<file path="src/rtl/hazard_ctrl_pkg.sv">
// Shared encodings for the pipeline hazard controller: FSM states and
// EX operand forwarding selects.
package hazard_ctrl_pkg;

  localparam logic [0:0] ST_RUN  = 1'b0;
  localparam logic [0:0] ST_MISS = 1'b1;

  localparam logic [1:0] FWD_RF  = 2'b00;
  localparam logic [1:0] FWD_MEM = 2'b01;
  localparam logic [1:0] FWD_WB  = 2'b10;

endpackage

</file>
<file path="src/rtl/hazard_ctrl_fwd_sel.sv">
// Forwarding select for one EX operand; MEM result wins over WB, x0 never forwarded.
module fwd_sel
  import hazard_ctrl_pkg::*;
(
  input  logic [4:0] src_e,
  input  logic [4:0] reg_dstM,
  input  logic [4:0] reg_dstW,
  input  logic       reg_write_enM,
  input  logic       reg_write_enW,
  output logic [1:0] sel
);

  always_comb begin
    sel = FWD_RF;
    if (reg_write_enM && (reg_dstM != 5'd0) && (reg_dstM == src_e)) begin
      sel = FWD_MEM;
    end else if (reg_write_enW && (reg_dstW != 5'd0) && (reg_dstW == src_e)) begin
      sel = FWD_WB;
    end
  end

endmodule

</file>
<file path="src/rtl/hazard_ctrl.sv">
// RV32I pipeline hazard controller: segment-register bubble/flush control,
// EX forwarding selects, data-cache miss stall FSM and performance counters.
module hazard_ctrl
  import hazard_ctrl_pkg::*;
#(
  parameter int CNT_W = 32
) (
  input  logic             clk,
  input  logic             rst,
  input  logic [4:0]       reg1_srcD,
  input  logic [4:0]       reg2_srcD,
  input  logic [4:0]       reg1_srcE,
  input  logic [4:0]       reg2_srcE,
  input  logic [4:0]       reg_dstE,
  input  logic [4:0]       reg_dstM,
  input  logic [4:0]       reg_dstW,
  input  logic             reg_write_enM,
  input  logic             reg_write_enW,
  input  logic             mem_readE,
  input  logic             br_takenE,
  input  logic             jalrE,
  input  logic             jalD,
  input  logic             dcache_miss,
  input  logic             dcache_ready,
  output logic             bubbleF,
  output logic             bubbleD,
  output logic             bubbleE,
  output logic             bubbleM,
  output logic             bubbleW,
  output logic             flushF,
  output logic             flushD,
  output logic             flushE,
  output logic             flushM,
  output logic             flushW,
  output logic [1:0]       op1_sel,
  output logic [1:0]       op2_sel,
  output logic [CNT_W-1:0] miss_count,
  output logic [CNT_W-1:0] stall_cycles
);

  logic [0:0]       state_q, state_d;
  logic [CNT_W-1:0] miss_cnt_q, miss_cnt_d;
  logic [CNT_W-1:0] stall_cnt_q, stall_cnt_d;
  logic             stall_all;
  logic             miss_start;
  logic             load_use;
  logic [1:0]       op1_fwd, op2_fwd;

  fwd_sel u_fwd_op1 (
    .src_e         (reg1_srcE),
    .reg_dstM      (reg_dstM),
    .reg_dstW      (reg_dstW),
    .reg_write_enM (reg_write_enM),
    .reg_write_enW (reg_write_enW),
    .sel           (op1_fwd)
  );

  fwd_sel u_fwd_op2 (
    .src_e         (reg2_srcE),
    .reg_dstM      (reg_dstM),
    .reg_dstW      (reg_dstW),
    .reg_write_enM (reg_write_enM),
    .reg_write_enW (reg_write_enW),
    .sel           (op2_fwd)
  );

  // A miss answered in the same cycle (miss && ready) is treated as a hit.
  assign miss_start = (state_q == ST_RUN) && dcache_miss && !dcache_ready;
  assign stall_all  = miss_start || ((state_q == ST_MISS) && !dcache_ready);
  assign load_use   = mem_readE && (reg_dstE != 5'd0) &&
                      ((reg_dstE == reg1_srcD) || (reg_dstE == reg2_srcD));

  always_comb begin
    state_d = state_q;
    if (miss_start) begin
      state_d = ST_MISS;
    end else if ((state_q == ST_MISS) && dcache_ready) begin
      state_d = ST_RUN;
    end
  end

  always_comb begin
    miss_cnt_d  = miss_cnt_q;
    stall_cnt_d = stall_cnt_q;
    if (miss_start && (miss_cnt_q != {CNT_W{1'b1}})) begin
      miss_cnt_d = miss_cnt_q + 1'b1;
    end
    if (stall_all && (stall_cnt_q != {CNT_W{1'b1}})) begin
      stall_cnt_d = stall_cnt_q + 1'b1;
    end
  end

  always_ff @(posedge clk) begin
    if (rst) begin
      state_q     <= ST_RUN;
      miss_cnt_q  <= '0;
      stall_cnt_q <= '0;
    end else begin
      state_q     <= state_d;
      miss_cnt_q  <= miss_cnt_d;
      stall_cnt_q <= stall_cnt_d;
    end
  end

  // Priority: reset, miss stall, redirect in EX, load-use, jal in ID.
  always_comb begin
    {bubbleF, bubbleD, bubbleE, bubbleM, bubbleW} = 5'b00000;
    {flushF, flushD, flushE, flushM, flushW}      = 5'b00000;
    op1_sel = op1_fwd;
    op2_sel = op2_fwd;
    if (rst) begin
      {flushF, flushD, flushE, flushM, flushW} = 5'b11111;
      op1_sel = FWD_RF;
      op2_sel = FWD_RF;
    end else if (stall_all) begin
      {bubbleF, bubbleD, bubbleE, bubbleM, bubbleW} = 5'b11111;
    end else if (br_takenE || jalrE) begin
      flushD = 1'b1;
      flushE = 1'b1;
    end else if (load_use) begin
      bubbleF = 1'b1;
      bubbleD = 1'b1;
      flushE  = 1'b1;
    end else if (jalD) begin
      flushD = 1'b1;
    end
  end

  assign miss_count   = miss_cnt_q;
  assign stall_cycles = stall_cnt_q;

endmodule
</file>
<file path="config.mk">
export PLATFORM = sky130hd
export DESIGN_NAME = hazard_ctrl
export DESIGN_NICKNAME = d
export VERILOG_FILES = /design/src/rtl/hazard_ctrl_pkg.sv /design/src/rtl/hazard_ctrl_fwd_sel.sv /design/src/rtl/hazard_ctrl.sv
export SDC_FILE = /design/constraint.sdc
export NUM_CORES = 1
export LEC_CHECK = 0
export CAP_MARGIN = 20
export CORE_MARGIN = 2
export CORE_UTILIZATION = 50
export CTS_BUF_LIST = sky130_fd_sc_hd__clkbuf_16
export DETAILED_ROUTE_END_ITERATION = 10
export GPL_TIMING_DRIVEN = 0
export PLACE_DENSITY_LB_ADDON = 0.15
export REMOVE_ABC_BUFFERS = 1
export SETUP_SLACK_MARGIN = 0.4
export SLEW_MARGIN = 0
export SYNTH_ARGS = -nofsm -noshare
export SYNTH_HDL_FRONTEND = slang
export SYNTH_SLANG_ARGS = --single-unit
</file>
<file path="constraint.sdc">
create_clock -name clk -period 4.7 [get_ports clk]
set_input_delay 1.41 -clock clk [delete_from_list [all_inputs] [get_ports clk]]
set_output_delay 1.41 -clock clk [all_outputs]
set_load 0.03 [all_outputs]
</file>
-- After elaboration in Yosys (flattened, before gate mapping)
Index checks and enable logic that the tools add are counted.
- add/subtract/negate cells: 2
- equal/unequal tests: 8
- multiplexer cells: 23
- bitwise logic cells: 1
- reductions and logical operators: 22
- operators with widths (operator ; count):
    $add A32 B1 Y32 const B ; 2
    $ne A32 B32 Y1 const B ; 2
    $eq A5 B5 Y1 ; 6
    $mux W1 ; 17
    $reduce_bool A5 Y1 ; 3
    $logic_and A1 B1 Y1 ; 14
    $mux W2 ; 6
    $logic_or A1 B1 Y1 ; 3
    $reduce_bool A2 Y1 ; 1
    $logic_not A1 Y1 ; 1
    $not A1 Y1 ; 1
- bits in registers: 65
- input bits: 45
- output and inout bits: 78
- logic and storage cells: 59

-- Logic depth before layout (Yosys ltp)
- word-level depth: 7
- depth in mapped cells: 8
- gate-level depth less buffers: 6

-- Cells and area by module
From an unflattened synthesis, not the netlist that was laid out.
- cell total of the unflattened synthesis: 474
- area total of the unflattened synthesis: 3873.7 µm²
- modules (own cells, without submodules) (module ; instances ; cells each ; area an instance (µm²) ; sequential area each (µm²)):
    hazard_ctrl ; 1 ; 434 ; 3570.9 ; 1301.2
    fwd_sel ; 2 ; 20 ; 151.4 ; 0.0

-- Worst setup path before layout
Ideal clock, no wire load.
- path kind: in2out
- start: input reg_dstM[0]
- end: output op1_sel[1]
- data arrival time: 3325 ps
- required time: 3290 ps
- setup slack: -35 ps
- stages: 4
- buffers on the path: 0
- cells stage by stage: or4_1 -> o21ai_0 -> nor3_1 -> nor4_1
- longest elaborated chain between the ends: 5
- elaborated cells between the ends (all ways): 6
- classes of those cells: eq/ne (1); mux (2); reduce/logical (3)
- ends and longest elaborated chain (what ; line ; RTL):
    from (decl) ; hazard_ctrl.sv:15 ; input logic [4:0] reg_dstM,
    $reduce_bool A5 Y1 ; hazard_ctrl_fwd_sel.sv:15 ; if (reg_write_enM && (reg_dstM != 5'd0) && (reg_dstM == src_e)) begin
    $logic_and A1 B1 Y1 ; hazard_ctrl_fwd_sel.sv:15 ;
    $logic_and A1 B1 Y1 * ; hazard_ctrl_fwd_sel.sv:15 ;
    $mux W2 * ; hazard_ctrl_fwd_sel.sv:15 ;
    $mux W2 * ; hazard_ctrl.sv:111 ; if (rst) begin
    to (decl) ; hazard_ctrl.sv:35 ; output logic [1:0] op1_sel,
Mark *: on every way between the ends. The rest lies on a longest branch, timed or not.

-- Worst setup path after layout
- start: input reg_dstE[1]
- end: output bubbleF
- longest elaborated chain between the ends: 7
- elaborated cells between the ends (all ways): 10
- classes of those cells: eq/ne (2); mux (4); reduce/logical (4)
- ends and longest elaborated chain (what ; line ; RTL):
    from (decl) ; hazard_ctrl.sv:14 ; input logic [4:0] reg_dstE,
    $eq A5 B5 Y1 / $reduce_bool A5 Y1 (equally long branches) ; hazard_ctrl.sv:71, hazard_ctrl.sv:70 ;
    $logic_or A1 B1 Y1 / $logic_and A1 B1 Y1 (equally long branches) ; hazard_ctrl.sv:71, hazard_ctrl.sv:70 ;
    $logic_and A1 B1 Y1 * ; hazard_ctrl.sv:70 ; assign load_use = mem_readE && (reg_dstE != 5'd0) &&
    $mux W1 * ; hazard_ctrl.sv:120 ; end else if (load_use) begin
    $mux W1 * ; hazard_ctrl.sv:117 ; end else if (br_takenE || jalrE) begin
    $mux W1 * ; hazard_ctrl.sv:115 ; end else if (stall_all) begin
    $mux W1 * ; hazard_ctrl.sv:111 ;
    to (decl) ; hazard_ctrl.sv:25 ; output logic bubbleF,
Marks and branches as above.

==> results.md <==
- Fmax: 0.2329 GHz
- Hpwl dp: 7251 um
- Outcome: complete, no violations
- Cell taking the most area after synthesis: dfxtp_1
- Non-filler cells, final: 675
- Synth Flop Type: dfxtp_1
- Area delta synth->final: 43.65%
- N_diodes: 0
- Largest net degree at the start of global routing: 92
- Worst-path maximum fanout: 3
- Drt pass-1 iters: 4
- RePlAce Congestion: 0.7968
- CP required: 3.29 ns
- Routed WL per cell: 15.56 um
- Routed wire length: 10500 um
- Layout net count: 618
- Ranking of synthesized cells by area: dfxtp_1, xnor2_1, nor2_1, nand3_1, a21oi_1
- Clock-pin slew on the worst setup and hold paths: 0.06 ns
- Max cap viols: 0
- Least-Margin Pin Slew: 0.9631 ns
- Synth top area share: 0.3457
- Sequential fraction of the synthesis area: 0.3457
- DRC viols: 0
- H-tree level count: 3
- Post-synthesis async set-or-reset flop share: 0
- Die footprint: 0.008237 mm2
- Tot GR Track Use: 0.2525
- Unrepaired setup endpoints after global routing: true
- Overflow after GRT: 0
- Buf+Inv Stages, Crit Path: 3
- Core Box Area: 0.007253 mm2
- Critical Path End Type: primary output
- YS warnings: 0
- Layout cells sized above 1: 0.1250
- Hold buffer count at cts: 0
- Initial antenna violation count: 0
- Clock Latency Late Sink: 0.33 ns
- Final Critical Period: 4.294 ns
- Port Buf Inserts: 122
- Final slew viol count: 0
- CP Launch Type: input port
- Ports: 123
- Period Utilization, post-route: 0.9137
- Placement Setup Slack: -0.6864 ns
- CP Class: input port to primary output
- CP max stage cell: or4_1
- Via-per-instance ratio: 5.867
- First-pass GRT wire length: 17210 um
- ANT nets after route: 0
- Post-Place Cells: 655
- Number of global-route vias before repair: 3754
- Initial core utilization: 0.5189
- Site Rows: 31
- CP dominant cell by count: buf_4
- Die Y: 90.76 um
- Avg Inst Size Synth: 8.254 um2
- Final Hold Viols: 0
- Critical path arrival: 2.88 ns
- Cts bufs inserted: 9
- Critical path depth: 6
- Leak Pwr: 1.830 nW
- Die W: 90.76 um
- Setup violations, final: 0
- Synth cell types: 42
- Most common cell in the netlist: dfxtp_1
- Post-synth EDFFs: 0
- Synth top cells by count: dfxtp_1, nor2_1, xnor2_1
- R2r worst-path depth: 5
- Initial DRC Count: 164
- Hold_ws: 0.5021 ns
- Synth Register Bits: 65
- Post-synthesis cell area: 0.003764 mm2
- Total power draw: 1.365 mW
- Clock tree buffer depth: 2
- Worst path max stage delay: 0.56 ns
- # clock sinks: 65
- Hold Crit Depth: 2
- Pwr Density: 252.5 mW/mm2
- Fin worst setup slack: 0.4056 ns
- Crit-path cells: dlygate4sd2_1 -> or4_1 -> o221ai_2 -> buf_4 -> o22ai_2 -> buf_4
- Slew margin rel.: 0.3526
- Worst Hold Class: register to register
- Post-Syn Instances: 456
- Via count: 3960
- Skew final: 0.007658 ns
- VDD IR max: 0.2538 mV
- TritonCTS clock tree: done
- Root buf cell: clkbuf_16
- Critical path's top delay family: buffers and inverters
-- cells in the final DEF (no fill, tap or decap), types with 10 or more instances in the layout --
master           count
nor2_1              45
dfxtp_1             65
xor2_1              14
nand3_1             33
nor2b_1             15
or3_1               23
o21ai_0             22
a21oi_1             29
or4_1               17
nand4_1             17
mux2_2              10
dlymetal6s2s_1      10
dlygate4sd2_1       11
clkdlybuf4s50_1     81
xnor2_1             33
nand2_1             23
-- registers in the layout (all words and copies together), names as in the netlist --
| signal | flops |
|---|---|
| miss_count | 32 |
| stall_cycles | 32 |
| state_q | 1 |
-- logic make-up after synthesis --
kind of cell	after synthesis	share of synthesized area
adders and majority gates	2	0.006648
and+or+nand+nor	215	0.3172
muxes	12	0.03524
AOI/OAI and AO/OA	83	0.1413
DFF	65	0.3457
buffers and inverters	29	0.03757
xor gates and xnor gates	50	0.1164
-- layer usage --
layer	wire length, um	part of all wire	vias up	track usage
met3	507	0.048	16	0.05760
met5	0	0	-	0
met2	5567	0.53	114	0.4409
li1	-	-	1923	-
met1	4269	0.41	1907	0.2953
met4	159	0.015	0	0.1077
-- timing repair --
item	in CTS	in global routing
endpoints found under the setup margin	14	11
resized for setup	77	60
pin swaps	12	17
gates cloned	0	0
buffers inserted	0	3
-- power by group --
group / total (mW) / switching [mW] / internal, mW / leakage (nW)
Sequential: 0.558 / 0.00393 / 0.554 / 0.524
Clock: 0.663 / 0.254 / 0.409 / 0.137
Combinational: 0.144 / 0.0778 / 0.0662 / 1.17
-- worst register-to-register path, stage by stage (launching register included) --
cell	delay, ns
dfxtp_1	0.44
nand4_1	0.25
nor4_2	0.91
a31oi_1	0.41
nand4_1	0.22
mux2_2	0.34
-- area by class of cell --
type,count,area [um2]
well taps,99,123.9
multi-input cells,362,2426
inverters,6,22.52
repair buffers,127,1236
fillers,579,1847
flip-flops and latches,65,1301
clock inverters,7,71.32
clock buffers,9,225.2
-- through the flow --
step / util / area (um2) / setup TNS [ns]
CTS: 0.7309 / 5301 / 0
finish: 0.7454 / 5406 / 0
global route: 0.7454 / 5406 / 0
floorplan: - / 3645 / -0.07079
global placement: 0.6879 / 4990 / -26.73
detailed placement: 0.6886 / 4995 / -2.979
-- worst paths after layout --
| check | endpoint | start | slack (ns) |
|---|---|---|---|
| max | bubbleF | reg_dstE[1] | 0.41 |
| min | miss_count[31] | miss_count[31] | 0.50 |
| max reg2reg | miss_count[3] | miss_count[18] | 2.02 |
| min reg2reg | miss_count[31] | miss_count[31] | 0.50 |
(Power assumes the default switching activity.)
